File: config.mk
export PLATFORM = sky130hd
export DESIGN_NAME = rom_sequencer
export DESIGN_NICKNAME = d
export VERILOG_FILES = /design/src/rtl/rom_sequencer.sv
export SDC_FILE = /design/constraint.sdc
export NUM_CORES = 1
export LEC_CHECK = 0
export CAP_MARGIN = 20
export CORE_UTILIZATION = 40
export CTS_CLUSTER_SIZE = 8
export DETAILED_ROUTE_END_ITERATION = 8
export PLACE_DENSITY_LB_ADDON = 0.3
export SETUP_SLACK_MARGIN = 0.3
export SLEW_MARGIN = 20
export SYNTH_ARGS = -nofsm -noshare
export SYNTH_HDL_FRONTEND = slang
export SYNTH_SLANG_ARGS = --single-unit
export TNS_END_PERCENT = 100
File: constraint.sdc
create_clock -name i_Clk -period 4.3 [get_ports i_Clk]
set_clock_uncertainty 0.15 [all_clocks]
set_input_delay 0.86 -clock i_Clk [delete_from_list [all_inputs] [get_ports i_Clk]]
set_output_delay 0.86 -clock i_Clk [all_outputs]
set_load 0.1 [all_outputs]
File: src/rtl/rom_sequencer.sv
// rom_sequencer: PC owner and ROM fetch/issue engine for the 9-bit micro.
// Build option ROM_SEQ_SINGLE_STEP_EN adds i_Step to gate FETCH -> ISSUE.
module rom_sequencer #(
    parameter logic [7:0] END_ADDR = 8'd13,
    parameter logic [8:0] NOP_WORD = 9'h1FF
) (
    input  logic       i_Clk,
    input  logic       i_Reset,
    input  logic       i_Run,
    output logic [7:0] o_Address,
    input  logic [8:0] i_Instruction,
    output logic [8:0] o_Instr,
    output logic       o_ExecValid,
    input  logic       i_ExecReady,
    input  logic       i_ZeroFlag,
    output logic [7:0] o_PC,
    output logic       o_Busy,
    output logic       o_Halted
`ifdef ROM_SEQ_SINGLE_STEP_EN
    ,
    input  logic       i_Step
`endif
);

    typedef enum logic [1:0] {
        S_IDLE,
        S_FETCH,
        S_ISSUE,
        S_HALT
    } state_t;

    state_t     state;
    logic [7:0] pc;
    logic [7:0] pc_inc;
    logic [7:0] jump_target;
    logic [7:0] next_pc;
    logic       fetch_go;
    logic       fetch_exec;
    logic       is_nop;
    logic       is_jump;
    logic       jump_taken;
    logic       retire;

`ifdef ROM_SEQ_SINGLE_STEP_EN
    assign fetch_go = i_Step;
`else
    assign fetch_go = 1'b1;
`endif

    assign o_Address   = pc;
    assign o_PC        = pc;
    assign pc_inc      = pc + 8'd1;
    assign jump_target = {5'b0, o_Instr[5:3]};

    assign is_nop  = (o_Instr == NOP_WORD);
    assign is_jump = !is_nop && (o_Instr[8:6] == 3'b110);

    // Only words that reach the datapath raise valid once latched.
    assign fetch_exec = (i_Instruction != NOP_WORD) &&
                        (i_Instruction[8:6] != 3'b110);

    // Jump condition from the low three bits and the live zero flag.
    always_comb begin
        jump_taken = 1'b0;
        unique case (o_Instr[2:0])
            3'b000:  jump_taken = 1'b1;
            3'b001:  jump_taken = i_ZeroFlag;
            3'b011:  jump_taken = !i_ZeroFlag;
            default: jump_taken = 1'b0;
        endcase
    end

    // Retire decision and successor PC for the word held in ISSUE.
    always_comb begin
        retire  = 1'b0;
        next_pc = pc_inc;
        unique case (1'b1)
            is_nop: begin
                retire = 1'b1;
            end
            is_jump: begin
                retire = 1'b1;
                if (jump_taken) begin
                    next_pc = jump_target;
                end
            end
            default: begin
                retire = o_ExecValid & i_ExecReady;
            end
        endcase
    end

    // Sequencer FSM with all outputs registered.
    always_ff @(posedge i_Clk) begin
        if (i_Reset) begin
            state       <= S_IDLE;
            pc          <= 8'd0;
            o_Instr     <= 9'h1FF;
            o_ExecValid <= 1'b0;
            o_Busy      <= 1'b0;
            o_Halted    <= 1'b0;
        end else begin
            unique case (state)
                S_IDLE: begin
                    if (i_Run) begin
                        state  <= S_FETCH;
                        o_Busy <= 1'b1;
                    end
                end
                S_FETCH: begin
                    if (fetch_go) begin
                        o_Instr     <= i_Instruction;
                        o_ExecValid <= fetch_exec;
                        state       <= S_ISSUE;
                    end
                end
                S_ISSUE: begin
                    if (retire) begin
                        pc          <= next_pc;
                        o_ExecValid <= 1'b0;
                        if (pc == END_ADDR) begin
                            state    <= S_HALT;
                            o_Busy   <= 1'b0;
                            o_Halted <= 1'b1;
                        end else begin
                            state <= S_FETCH;
                        end
                    end
                end
                S_HALT: begin
                    state <= S_HALT;
                end
                default: begin
                    state <= S_IDLE;
                end
            endcase
        end
    end

endmodule

==> reports/qor.yml, run 1 <==
syn_nets: 150
yosysMostFrequentCell: "dfxtp_1"
tightestPinTransition_ps: 990.8
syn_inst: 134
yosys-top-cells-count: "dfxtp_1 (22), a21oi_1 (17), nor2b_1 (11), a211o_1 (9), buf_4 (8)"
avgRoutedWirePerCell_um: 14.11
period_needed_ps: 3009
slowest_stage: "clkdlybuf4s50_1"
dpl_cell_area_um2: 1486
cp_slowest_stage_delay_ps: 1190
root_buffer: "clkbuf_4"
antenna_found_initial: 0
yosysTopAreaCell: "dfxtp_1"
maxSlewViolCount: 0
ant_nets: 0
grt_max_degree: 27
io_pins: 42
max-slew-margin-rel_pct: 33.74
post-cts-setup-buffers: 0
die-area_um2: 3018
ys_seq_area_share_pct: 39.29
ff2ff_setup_slack_ps: 2160
grt_pass1_vias: 1014
dpl.hpwl_mm: 1.970
ys_warn_count: 0
synthTopCellsByArea: "dfxtp_1 (39%), a21oi_1 (7.6%), a211o_1 (7.0%), nor2b_1 (6.1%), buf_4 (5.4%)"
fin_area_um2: 1525
rsz0062_at_grt: "false"
drv_cap: 0
drc: 0
crit_path_start_kind: "flop"
crit_chain: "clkdlybuf4s50_1"
routed_wl_mm: 2.751
critical_path_class: "reg -> out"
gp_congestion: 0.7825
path_max_fanout: 9
leakage_nw: 0.5317
crit_arrival_ps: 2000
numCtsBuffers: 3
synthMuxAreaShare_pct: 0
hold_viol: 0
num_vias: 1141
synthXorXnorAreaFrac_pct: 0.7813
critPathTopFamily: "buffers and inverters"
diodes: 0
die_y_um: 54.94
finalCritPeriodShare_pct: 69.97
synth_top_cell_area_share_pct: 39.29
core_um2: 2567
synthArstFlopShare_pct: 0
status: "finished clean"
io_buffers: 41
synth_top_family_by_area: "simple AND/OR/NAND/NOR gates"
hold_slack_ps: 333.0
synth_compound_area_share_pct: 24.11
post_cts_resized: 0
hold_buffers: 0
nNetsFinal: 182
drtIter0Drc: 36
htree_levels: 1
tns_ps: 0
finalSetupViolations: 0
synth_simple_gate_area_share_pct: 24.89
drtPass1Iterations: 4
max_clock_freq_mhz: 332.4
synth_edf_count: 0
critPathBufInv: 1
viasPerCell: 5.851
syn_area_um2: 1121
crit_required_ps: 3290
floorplan.initialDensity_pct: 43.66
grt_pass1_wl_mm: 4.271
grt.overflow.total: 0
hold_path.class: "reg -> reg"
powerDensity_nw_per_um2: 371.1
track_usage_pct: 19.62
syn_to_final_growth_pct: 36.05
synth_cell_types: 32
clock_sinks: 22
synth_top_flop_cell: "dfxtp_1"
end_kind: "output pin"
cts_max_path_buffers: 2
clkTransAtPathRegs_ps: 120
die_w_um: 54.94
syn_avg_cell_area_um2: 8.366
synth_seq_cells: 22
cts_tree: "done"
placementRows: 18
synth_fa_ha_area_share_pct: 2.232
peakVddDrop_uv: 267.0
clock_latency_ps: 310
drive_above_1_share_pct: 3.030
[cells in the final DEF (no fill, tap or decap), types with 2 or more instances in the layout]
| master | Yosys | final |
|---|---|---|
| a211o_1 | 9 | 9 |
| a21oi_1 | 17 | 17 |
| and4_1 | 2 | 2 |
| clkbuf_4 | 0 | 3 |
| clkdlybuf4s50_1 | 0 | 41 |
| dfxtp_1 | 22 | 22 |
| ha_1 | 2 | 2 |
| inv_1 | 4 | 4 |
| nand2_1 | 7 | 7 |
| nand2b_1 | 2 | 2 |
| nand3_1 | 5 | 5 |
| nand4_1 | 4 | 4 |
| nand4b_1 | 2 | 2 |
| nor2_1 | 7 | 6 |
| nor2b_1 | 11 | 11 |
| o21ai_0 | 7 | 7 |
| o31ai_1 | 2 | 2 |
| or3_1 | 2 | 2 |
| or4_1 | 2 | 2 |
[through the flow]
stage	utilization, %	std cells	power (W)	worst slack, ps
finish	59.41	195	0.0005660	1291
global route	59.41	195	0.0005922	1212
CTS	59.31	195	0.0005678	1299
detailed placement	57.89	191	0.0004521	1456
global placement	57.89	191	0.0004492	1535
floorplan	-	134	0.0003997	1775
[path summary, 6_finish.rpt]
path / start / to / cells past startpoint
max: o_Address[4]$_SDFFE_PP0P_ / o_Address[4] / 1
min: o_Halted$_SDFFE_PP0P_ / o_Halted$_SDFFE_PP0P_ / 2
max reg2reg: o_Instr[1]$_SDFFE_PP1P_ / o_Address[3]$_SDFFE_PP0P_ / 5
min reg2reg: o_Halted$_SDFFE_PP0P_ / o_Halted$_SDFFE_PP0P_ / 2
[logic make-up (layout without fill, tap and decap cells)]
family / after synthesis / count (layout)
XOR/XNOR: 1 / 1
flip-flops: 22 / 22
AND/OR/NAND/NOR: 49 / 49
AO/OA/AOI/OAI: 42 / 42
buffers and inverters: 18 / 49
adder cells (fa/ha/maj): 2 / 2
[final cells by class]
cell class	instances	area (um^2)
fillers	254	1042
repair buffers	41	410.4
well taps	30	37.54
multi-input cells	94	585.6
flip-flops and latches	22	440.4
clock buffers	4	36.28
inverters	4	15.01
[worst register-to-register path: stages, from the launching register on]
cell	delay, ps
dfxtp_1	400
nand4_1	130
o211a_1	280
or2_1	380
or4_1	560
o22ai_1	170
[state kept, by name, indices dropped and copies added, names as in the netlist]
signal and flops:
o_Address 8, o_Busy 1, o_ExecValid 1, state 2, o_Instr 9, o_Halted 1
[per-layer routing]
| layer | vias to the layer above | GRT usage, % | share of wire (%) |
|---|---|---|---|
| met5 | - | 0 | 0 |
| met4 | 0 | 9.583 | 0.95 |
| met3 | 2 | 3.825 | 5.7 |
| met2 | 50 | 32.73 | 49 |
| met1 | 543 | 23.96 | 44 |
| li1 | 546 | - | - |
[power breakdown]
part | total [W] | switching (W) | internal, W | leakage [nW]
logic | 0.000214 | 0.000153 | 0.0000615 | 0.331
registers | 0.000235 | 0.0000153 | 0.000220 | 0.180
clock network | 0.000117 | 0.0000650 | 0.0000518 | 0.0210
total | 0.000566 | 0.000233 | 0.000333 | 0.532
No activity file was read; power rests on OpenSTA's default activity.
==> run 2, diff against run 1 <==
==> constraint.sdc (replaced) <==
create_clock -name i_Clk -period 3.15 [get_ports i_Clk]
set_clock_uncertainty 0.15 [all_clocks]
set_input_delay 0.63 -clock i_Clk [delete_from_list [all_inputs] [get_ports i_Clk]]
set_output_delay 0.63 -clock i_Clk [all_outputs]
set_load 0.1 [all_outputs]
==> run 2 against run 1 <==
Wire length down 6.9%. Final area down 2.7%. Hold slack better by 11 ps. Die area unchanged. First-iteration DRC count down 64%. Power up 46%. Sequential share of layout area up 0.80 points. Count of clock-buffer cells in the layout down 1. Utilization down 1.6 points. Non-clock buffer count up 2. Combinational power up 33%. Worst setup slack worse by 370 ps.
==> reports/qor.yml, run 2 (same netlist as run 1, synthesis figures left out) <==
hold_buffers: 0  # unchanged
critPathBufInv: 1  # unchanged
htree_levels: 1  # unchanged
tns_ps: 0  # unchanged
avgRoutedWirePerCell_um: 13.01  # -7.8%
ff2ff_setup_slack_ps: 1050  # -1110 ps
diodes: 0  # unchanged
drv_cap: 0  # unchanged
maxSlewViolCount: 0  # unchanged
crit_required_ps: 3240  # -50 ps
max_clock_freq_mhz: 447.8
grt.overflow.total: 0  # unchanged
grt_max_degree: 21  # -22%
core_um2: 2567  # unchanged
clkTransAtPathRegs_ps: 130  # about the same
finalCritPeriodShare_pct: 70.89
io_pins: 42  # unchanged
crit_arrival_ps: 2330  # +330 ps
cts_max_path_buffers: 2  # unchanged
crit_path_start_kind: "input pin"
peakVddDrop_uv: 394.1  # +48%
track_usage_pct: 17.99  # -1.6 points
final_cell_mix: "buf_4 (30), dfxtp_1 (22), a21oi_1 (17)"
nNetsFinal: 184  # +1.1%
syn_to_final_growth_pct: 32.37
top_register: "o_Instr"
antenna_found_initial: 0  # unchanged
drtPass1Iterations: 4  # unchanged
die_w_um: 54.94  # unchanged
end_kind: "flop"
finalSetupViolations: 0  # unchanged
critPathTopFamily: "simple AND/OR/NAND/NOR gates"
numCtsBuffers: 3  # unchanged
floorplan.initialDensity_pct: 43.66  # unchanged
drc: 0  # unchanged
viasPerCell: 5.518  # -5.7%
status: "finished clean"
grt_pass1_wl_mm: 3.933  # -7.9%
path_max_fanout: 13  # +4
hold_path.class: "reg -> reg"
powerDensity_nw_per_um2: 557.6  # +50%
tightestPinTransition_ps: 549.2  # -441.6 ps
clock_sinks: 22  # unchanged
clock_latency_ps: 310  # about the same
num_vias: 1087  # -4.7%
placementRows: 18  # unchanged
drtIter0Drc: 13  # -64%
io_buffers: 41  # unchanged
critical_path_class: "in -> reg"
dpl.hpwl_mm: 1.858  # -5.7%
period_needed_ps: 2233
leakage_nw: 0.5872  # +10%
hold_viol: 0  # unchanged
cts_tree: "done"
die-area_um2: 3018  # unchanged
post-route-util_pct: 57.80  # -1.6 points
final_common_cell: "buf_4"
cp_slowest_stage_delay_ps: 540  # -650 ps
slowest_stage: "or4_1"
grt_pass1_vias: 911  # -10%
post_cts_resized: 0  # unchanged
routed_wl_mm: 2.562  # -6.9%
die_y_um: 54.94  # unchanged
fin_total_pwr_w: 0.0008274  # +46%
largest_register_ff_count: 9  # unchanged
max-slew-margin-rel_pct: 63.13  # +29 points
gp_congestion: 0.8142  # +4.1%
root_buffer: "clkbuf_4"
ant_nets: 0  # unchanged
drive_above_1_share_pct: 20.36  # +17 points
rsz0062_at_grt: "false"
post-cts-setup-buffers: 0  # unchanged
crit_chain: "clkdlybuf4s50_1, nand2_1, o211a_1, or2_1, or4_1, o22ai_1"
-- run 2: worst paths after layout --
kind | cells past startpoint | from | end
hold / removal | 2 | o_Halted$_SDFFE_PP0P_ | o_Halted$_SDFFE_PP0P_
setup reg to reg | 5 | o_Instr[1]$_SDFFE_PP1P_ | o_Address[3]$_SDFFE_PP0P_
hold reg to reg | 2 | o_Halted$_SDFFE_PP0P_ | o_Halted$_SDFFE_PP0P_
setup / recovery | 6 | i_ExecReady | o_Address[3]$_SDFFE_PP0P_
-- run 2: final cells by class --
class | count | area, um^2
well taps | 30 | 37.54
multi-input cells | 94 | 583.1
inverters | 4 | 15.01
clock inverters | 1 | 30.03
flip-flops and latches | 22 | 440.4
fillers | 246 | 1084
repair buffers | 43 | 355.3
clock buffers | 3 | 22.52
-- run 2: power by group --
group          switching, W  internal (W)  total, W
Combinational      0.000206     0.0000794  0.000285
Clock             0.0000925      0.000129  0.000221
Sequential        0.0000213      0.000300  0.000321
Total              0.000320      0.000508  0.000827
-- run 2: per-stage QoR --
step | hold slack (ps) | setup slack, ps | cells | instance area (um^2)
2_1_floorplan | 326.4 | 624.8 | 134 | 1121
3_3_place_gp | 307.7 | 618.4 | 193 | 1431
3_5_place_dp | 316.1 | 593.9 | 193 | 1431
4_1_cts | 350.9 | 922.5 | 197 | 1484
5_1_grt | 361.1 | 812.7 | 197 | 1484
6_report | 344.3 | 917.0 | 197 | 1484
-- run 2: worst register-to-register path: stages (launching register included) --
cell and delay [ps]:
dfxtp_1 420, nand4_1 130, o211a_1 270, or2_1 380
or4_1 540, o22ai_1 140
-- run 2: metal layers --
metal  GRT usage, %  share of wire, %  vias up
li1               -                 -      551
met1          22.87                45      494
met2          29.12                49       38
met3          4.098               5.6        4
met4          7.500               1.2        0
met5              0                 0        -
